--- src/rtl/rs_queue.sv ---
// rs_queue: age-ordered reservation station with dual dispatch, dual CDB wakeup and single issue.
// Ports:
//   clk, rst (async active-low), recover (sync flush)
//   slot 1/2 dispatch: valid, res_en, resnum, rs/rt/rd phys tags, rd_en, fucontrol, imm, rs/rt data + ready flags
//   cdb1/cdb2: valid, tag, data result broadcasts
//   iss_ready in; iss_valid, iss_fucontrol, iss_imm, iss_rs_data, iss_rt_data, iss_rdp, iss_rd_en out
//   rs_stall (fewer than two free entries), rs_count (occupied entries)
module rs_queue #(
    parameter logic [1:0] RS_ID = 2'd0,
    parameter int DEPTH = 4
) (
    input  logic        clk,
    input  logic        rst,
    input  logic        recover,
    input  logic        valid1dis,
    input  logic        res_en1dis,
    input  logic [1:0]  resnum1dis,
    input  logic [5:0]  rs1pdis,
    input  logic [5:0]  rt1pdis,
    input  logic [5:0]  rd1pdis,
    input  logic        rd1_endis,
    input  logic [3:0]  fucontrol1dis,
    input  logic [31:0] imm1dis,
    input  logic [31:0] rs1_datadis,
    input  logic [31:0] rt1_datadis,
    input  logic        rs1_dendis,
    input  logic        rt1_dendis,
    input  logic        valid2dis,
    input  logic        res_en2dis,
    input  logic [1:0]  resnum2dis,
    input  logic [5:0]  rs2pdis,
    input  logic [5:0]  rt2pdis,
    input  logic [5:0]  rd2pdis,
    input  logic        rd2_endis,
    input  logic [3:0]  fucontrol2dis,
    input  logic [31:0] imm2dis,
    input  logic [31:0] rs2_datadis,
    input  logic [31:0] rt2_datadis,
    input  logic        rs2_dendis,
    input  logic        rt2_dendis,
    input  logic        cdb1_valid,
    input  logic [5:0]  cdb1_tag,
    input  logic [31:0] cdb1_data,
    input  logic        cdb2_valid,
    input  logic [5:0]  cdb2_tag,
    input  logic [31:0] cdb2_data,
    input  logic        iss_ready,
    output logic        iss_valid,
    output logic [3:0]  iss_fucontrol,
    output logic [31:0] iss_imm,
    output logic [31:0] iss_rs_data,
    output logic [31:0] iss_rt_data,
    output logic [5:0]  iss_rdp,
    output logic        iss_rd_en,
    output logic        rs_stall,
    output logic [2:0]  rs_count
);
    localparam int IW = $clog2(DEPTH);

    typedef struct packed {
        logic [3:0]  fuc;
        logic [31:0] imm;
        logic [5:0]  rsp;
        logic [5:0]  rtp;
        logic [5:0]  rdp;
        logic        rd_en;
        logic [31:0] rsd;
        logic [31:0] rtd;
        logic        rsv;
        logic        rtv;
    } ent_t;

    ent_t          e_q [DEPTH];
    ent_t          e_d [DEPTH];
    ent_t          wk  [DEPTH];
    ent_t          n1, n2;
    logic [2:0]    cnt_q, cnt_d, n;
    logic          hold_q, hold_d;
    logic [IW-1:0] hidx_q, hidx_d, sel;
    logic          found, fire, acc1, acc2;

    // cdb1 takes priority when both buses carry the awaited tag
    function automatic ent_t wake(input ent_t e);
        ent_t w;
        w = e;
        if (!w.rsv && cdb1_valid && cdb1_tag == w.rsp) begin
            w.rsd = cdb1_data;
            w.rsv = 1'b1;
        end else if (!w.rsv && cdb2_valid && cdb2_tag == w.rsp) begin
            w.rsd = cdb2_data;
            w.rsv = 1'b1;
        end
        if (!w.rtv && cdb1_valid && cdb1_tag == w.rtp) begin
            w.rtd = cdb1_data;
            w.rtv = 1'b1;
        end else if (!w.rtv && cdb2_valid && cdb2_tag == w.rtp) begin
            w.rtd = cdb2_data;
            w.rtv = 1'b1;
        end
        return w;
    endfunction

    assign acc1 = valid1dis & res_en1dis & (resnum1dis == RS_ID);
    assign acc2 = valid2dis & res_en2dis & (resnum2dis == RS_ID);

    always_comb begin
        n1 = wake('{fucontrol1dis, imm1dis, rs1pdis, rt1pdis, rd1pdis, rd1_endis,
                    rs1_datadis, rt1_datadis, rs1_dendis, rt1_dendis});
        n2 = wake('{fucontrol2dis, imm2dis, rs2pdis, rt2pdis, rd2pdis, rd2_endis,
                    rs2_datadis, rt2_datadis, rs2_dendis, rt2_dendis});
    end

    // A stalled offer stays locked so a late-waking older entry cannot swap the fields under the FU
    always_comb begin
        found = hold_q;
        sel   = hidx_q;
        for (int i = 0; i < DEPTH; i++) begin
            if (!found && 3'(i) < cnt_q && e_q[i].rsv && e_q[i].rtv) begin
                found = 1'b1;
                sel   = IW'(i);
            end
        end
    end

    assign iss_valid     = found & ~recover;
    assign fire          = iss_valid & iss_ready;
    assign iss_fucontrol = iss_valid ? e_q[sel].fuc   : '0;
    assign iss_imm       = iss_valid ? e_q[sel].imm   : '0;
    assign iss_rs_data   = iss_valid ? e_q[sel].rsd   : '0;
    assign iss_rt_data   = iss_valid ? e_q[sel].rtd   : '0;
    assign iss_rdp       = iss_valid ? e_q[sel].rdp   : '0;
    assign iss_rd_en     = iss_valid ? e_q[sel].rd_en : 1'b0;
    assign rs_count      = cnt_q;
    assign rs_stall      = cnt_q >= 3'(DEPTH - 1);

    always_comb begin
        for (int i = 0; i < DEPTH; i++) begin
            wk[i]  = wake(e_q[i]);
            e_d[i] = wk[i];
        end
        for (int i = 0; i < DEPTH - 1; i++) begin
            if (fire && IW'(i) >= sel) e_d[i] = wk[i + 1];
        end
        n = cnt_q - {2'b0, fire};
        if (acc1 && n < 3'(DEPTH)) begin
            e_d[n[IW-1:0]] = n1;
            n = n + 3'd1;
        end
        if (acc2 && n < 3'(DEPTH)) begin
            e_d[n[IW-1:0]] = n2;
            n = n + 3'd1;
        end
        cnt_d  = recover ? 3'd0 : n;
        hold_d = iss_valid & ~iss_ready;
        hidx_d = sel;
    end

    always_ff @(posedge clk or negedge rst) begin
        if (!rst) begin
            e_q    <= '{default: '0};
            cnt_q  <= 3'd0;
            hold_q <= 1'b0;
            hidx_q <= '0;
        end else begin
            e_q    <= e_d;
            cnt_q  <= cnt_d;
            hold_q <= hold_d;
            hidx_q <= hidx_d;
        end
    end
endmodule

--- config.mk ---
export PLATFORM = sky130hd
export DESIGN_NAME = rs_queue
export DESIGN_NICKNAME = d
export VERILOG_FILES = /design/src/rtl/rs_queue.sv
export SDC_FILE = /design/constraint.sdc
export NUM_CORES = 2
export LEC_CHECK = 0
export BUFFER_PORTS_ARGS = -buffer_cell sky130_fd_sc_hd__buf_4
export CAP_MARGIN = 30
export CORE_MARGIN = 2
export CORE_UTILIZATION = 50
export CTS_CLUSTER_DIAMETER = 150
export DETAILED_ROUTE_END_ITERATION = 16
export PLACE_DENSITY = 0.7
export SLEW_MARGIN = 20
export SYNTH_ARGS = -nofsm -noshare
export SYNTH_HDL_FRONTEND = slang
export SYNTH_SLANG_ARGS = --single-unit
--- constraint.sdc ---
create_clock -name clk -period 4.3 [get_ports clk]
set_input_delay 0.215 -clock clk [delete_from_list [all_inputs] [get_ports clk]]
set_output_delay 0.215 -clock clk [all_outputs]
set_load 0.005 [all_outputs]
# Word-level counts from Yosys, hierarchy flattened
# Cells that the tools add are included.
# word_totals
regBits,490
output_inout_bits,112
elab_cells,261
# op_classes
n_reduce_logical,85
addsub,3
n_eq_ne,24
bitwise,12
mux,79
magnitude_cmp,15
# op_table
op,count
bitwise mux 484 bit,2
two-way mux 484 bit,2
two-way mux 32 bit,27
two-way mux 121 bit,7
demux 121 bit (select 2 bit),2
binary-select mux 121 bit (select 2 bit),1
equality test 6 bit,24
logical AND 1 bit,67
two-way mux 1 bit,29
logical NOT 1 bit,16
>= comparator 3 bit (second input constant),3
two-way mux 3 bit,3
inverter 2 -> 3 bit,3
two-way mux 2 bit,4
bitwise AND 1 bit,7
adder 3 x 1 -> 3 bit (second input constant),2
< comparator 1 x 3 -> 1 bit (first input constant),2
< comparator 2 x 3 -> 1 bit (first input constant),2
< comparator 3 x 1 -> 1 bit (second input constant),2
< comparator 3 bit (second input constant),2
two-way mux 6 bit,1
>= comparator 1 x 2 -> 1 bit (first input constant),2
logical NOT 2 bit,2
two-way mux 4 bit,1
4 further kinds,5

# Depth between registers and ports, before layout
# depth
ltp_word,33
ltp_mapped,18

# Least setup slack after synthesis
# OpenSTA, ideal clock, no wires.
# synth_path
path_type,register to register
startpoint,reg cnt_q[2] (netlist: rs_count[2])
endpoint,reg e_q[364] (netlist bit)
setup_time_ps,126
slack_ps,372
t_arrival_ps,3802
stages_incl_launch_ff,19
period_less_slack_ps,3928
cell_sequence,dfrtp_1 -> nor3_1 -> o211a_1 -> a211oi_2 -> ha_1 -> xor2_1 -> or4_1 -> nor2_1 -> o21ai_2 -> buf_2 -> buf_2 -> and2_1 -> inv_1 -> ha_1 -> and3_1 -> buf_4 -> clkbuf_1 -> a21oi_1 -> o2bb2ai_1
# synth_rtl
element,line,rtl
"start, declared",77,"logic [2:0] cnt_q, cnt_d, n;"
"start signal, assigned",166,cnt_q <= cnt_d;
"end signal, assigned",160,e_q <= '{default: '0};
"end signal, assigned",165,e_q <= e_d;
"end, declared",73,ent_t e_q [DEPTH];

# Worst setup path after layout
# layout_path
startpoint,reg cnt_q[0] (netlist: rs_count[0])
endpoint,out iss_rs_data[27]
# layout_between
elab_chain_len,25
# layout_lines
element,line,rtl
< comparator 1 x 3 -> 1 bit,118,if (!found && 3'(i) < cnt_q && e_q[i].rsv && e_q[i].rtv) begin
logical AND 1 bit (3 in series),118,
two-way mux 1 bit,118,
logical NOT 1 bit,118,
logical AND 1 bit (3 in series),118,
two-way mux 1 bit,118,
logical NOT 1 bit,118,
logical AND 1 bit (3 in series),118,
two-way mux 1 bit,118,
logical NOT 1 bit,118,
logical AND 1 bit (3 in series),118,
two-way mux 2 bit,118,
inverter 2 -> 3 bit (not written as such),129,assign iss_rs_data = iss_valid ? e_q[sel].rsd : '0;
binary-select mux 121 bit (select 2 bit),129,
two-way mux 121 bit (2 in series),-,
two-way mux 32 bit (*),129,
"end, declared",51,"output logic [31:0] iss_rs_data,"
# Every way passes the cells marked *; elsewhere a longest branch is shown, timed or not. The select of a mux whose other input is x is not followed.

==> metrics.cfg <==
[die]
core_area_um2 = 80800
die_w_um = 290
io_pins = 444
die-area_um2 = 84200
rows = 104
start_util_pct = 50.7
die_height_um = 290

[synth]
syn-cell-area_um2 = 40900
synth_edf_count = 0
yosys.area.top_type = dfrtp_1
synth_flop_cell = dfrtp_1
ys_warn_count = 0
syn_inst = 5937
synth_cell_types = 62
async_flop_share_pct = 100
ys_ff_latch = 490
synth_area_leaders = dfrtp_1 30%, nand2_1 12%, mux2i_1 8.4%, o21ai_0 7.7%, nor2_1 5.7%
seq_area_frac_synth_pct = 30.0
synthesis.nets = 6275
synth_top_area_share_pct = 30.0
syn_area_per_cell_um2 = 6.89

[global_route]
grt_max_degree = 177
antenna_found_initial = 11
grt_pass1_vias = 46600
grt_first_pass_wirelength_um = 286000
grt_overflow = 0
gr-usage-all-layers_pct = 43.4

[clocking]
clk_path_buf_depth = 3
cts_sinks = 490
cts_root_buf = clkbuf_16
cts.clk_slew.worst_paths_ns = 0.06
cts_made_buffers = 59
cts_tree = done
clk_latency_ns = 0.69
h-tree-depth = 2

[sta]
slew_headroom_pct = 26.1
setup_violations = 0
hold_viol = 0
skew_ns = 0.0370
min_period_ns = 4.29
finalMaxSlewViolations = 0
tightest_slew_ns = 1.11
max_freq_ghz = 0.233
fin_tns_setup_ns = 0
fin_crit_sh_pct = 99.7
setup_ws_ns = 0.0130

[placed_design]
dp_hpwl_um = 110000
dp_slack_ns = 0.0670
post_dp_cell_area_um2 = 44900
place.gp.congestion = 0.974
dp_cells = 6942
io_buffers = 443

[critical_path]
r2r_cells = 16
cp_num_cells = 9
path_buf_inv = 2
slowest_stage = a311oi_1
end_kind = output port
r2r_end = e_q[440]
setup.worst_path.class = flip-flop to output port
critPathLaunch = rs_count[0]
crit_end = iss_rs_data[27]
crit_fanout = 150
critPathMaxStageDelay_ns = 0.71
reg2reg_slack_ns = 0.16
crit_chain = nor3_2 -> nor3_1 -> or3_4 -> buf_16 -> nand2_1 -> nand2_1 -> nor2_1 -> a311oi_1 -> buf_4
start_kind = flip-flop
crit_top_cell = nand2_1
crit_required_ns = 4.09
r2r_start = rs_count[2]
worstPathArrival_ns = 4.07
crit_family = simple AND/OR/NAND/NOR gates

[outcome]
status = finished, final reports clean

[route]
drc = 0
drtIter0Drc = 7619
routed_wl_um = 193000
via_count = 49300
via_per_inst = 6.86
drt-pass1-iter-count = 9
antenna_left = 0
post_drt_wl_per_cell_um = 26.9

[final_layout]
area_growth_pct = 18.0
drive_above_1_share_pct = 12.2
stdcell_count = 7184
n_fill_cell = 7357
final_nets = 6408
final_area_um2 = 48300

[worst_hold_path]
hp-class = primary input to flip-flop

[flow_run]
maxCapViolCount = 0

[power_and_ir_drop]
vdd_drop_max_uv = 471
power_density_nw_per_um2 = 563
p_leak_nw = 22.1

[layout make-up]
class	count	area (um^2)	area share (%)
clock buffers	89	1790	3.70
inverters	13	61.3	0.127
multi-input cells	4798	26300	54.5
well taps	1060	1330	2.75
clock inverters	15	190	0.394
flip-flops and latches	490	12300	25.4
repair buffers	708	6320	13.1
diodes	11	27.5	0.0570
[Yosys cell counts, types with 30 or more instances]
| cell | count |
|---|---|
| a311oi_1 | 107 |
| xnor2_1 | 87 |
| o21ai_1 | 92 |
| mux2i_1 | 345 |
| a211oi_1 | 185 |
| nand2_1 | 1312 |
| o21ai_0 | 630 |
| clkbuf_1 | 469 |
| nand3_1 | 186 |
| and3_1 | 205 |
| dfrtp_1 | 490 |
| nor3_1 | 262 |
| o211a_1 | 65 |
| a31oi_1 | 64 |
| nor2_1 | 619 |
| and2_1 | 55 |
| buf_2 | 138 |
| nor4_1 | 35 |
| a21oi_1 | 332 |
| xor2_1 | 60 |
| a2111oi_0 | 30 |
[worst register-to-register path, stage by stage (launching register included)]
cell and delay (ns):
dfrtp_2 0.49, o211ai_1 0.33, o211a_1 0.24, a211oi_2 0.08, ha_1 0.20, xor2_1 0.19
or4_1 0.47, nor2_2 0.17, o21ai_4 0.14, and2_4 0.23, inv_1 0.11, ha_1 0.24
nand3_4 0.18, buf_12 0.24, o21ai_0 0.08, o21ai_0 0.08, dlygate4sd3_1 0.55
[flip-flops by register name, summed over array words and instances, names as in the netlist]
| name | count |
|---|---|
| e_q | 484 |
| rs_count | 3 |
| hold_q | 1 |
| hidx_q | 2 |
[how the worst min path moves through the flow]
stage	cells past startpoint	startpoint	endpoint	slack, ns
after global routing	4	resnum2dis[0]	rs_count[2]	0.06
final	4	resnum2dis[0]	rs_count[2]	0.03
after detailed placement	1	rst	e_q[312]	0.35
after floorplan	0	rst	e_q[0]	-0.08
after CTS	4	resnum2dis[0]	rs_count[2]	0.0002
after global placement	1	rst	e_q[433]	0.34
[layer usage]
metal,global-route usage (%),vias to the layer above,part of all wire (%)
met2,64.3,4322,41
li1,-,21000,-
met4,23.1,10,6.3
met3,16.8,1038,17
met1,54.4,22900,36
met5,1.59,-,0.11
[cell usage in the layout (no fill, tap or decap), types with 178 or more instances in the layout]
master,Yosys,routed
nand2_1,1312,1309
a21oi_1,332,332
nand3_1,186,178
nor2_1,619,613
nor3_1,262,261
o21ai_0,630,629
buf_4,14,535
and3_1,205,198
mux2i_1,345,345
dfrtp_1,490,489
a211oi_1,185,185
[logic make-up after synthesis]
group,count (synthesis),synth area share [%]
multiplexers,345,8.44
flip-flops,490,30.0
AND/OR/NAND/NOR,2759,29.2
adder cells (fa/ha/maj),6,0.183
XOR/XNOR,147,3.15
buffers and inverters,651,6.52
AO/OA/AOI/OAI,1539,22.5
[through the flow]
step | util [%] | hold slack, ns | total power [mW]
global route | 59.8 | 0.0591 | 28.7
detailed placement | 55.6 | 0.348 | 21.1
finish | 59.8 | 0.0313 | 27.2
CTS | 59.5 | 0.000166 | 26.4
global placement | 55.5 | 0.338 | 20.8
floorplan | - | -0.0806 | 16.8
[report_power, final]
part	switching, mW	leakage, nW	internal [mW]	total [mW]
clock network	2.27	0.980	3.03	5.30
logic	8.22	15.0	5.41	13.6
registers	1.51	6.13	6.77	8.28
total	12.0	22.1	15.2	27.2
[repair_timing]
item                                    in CTS  in global routing
hold endpoints to repair                   319                  0
hold buffers                               117                  0
setup buffers                                0                  4
endpoints found under the setup margin       0                 73
resized for setup                            0                 18
No activity file was read; power rests on OpenSTA's default activity.
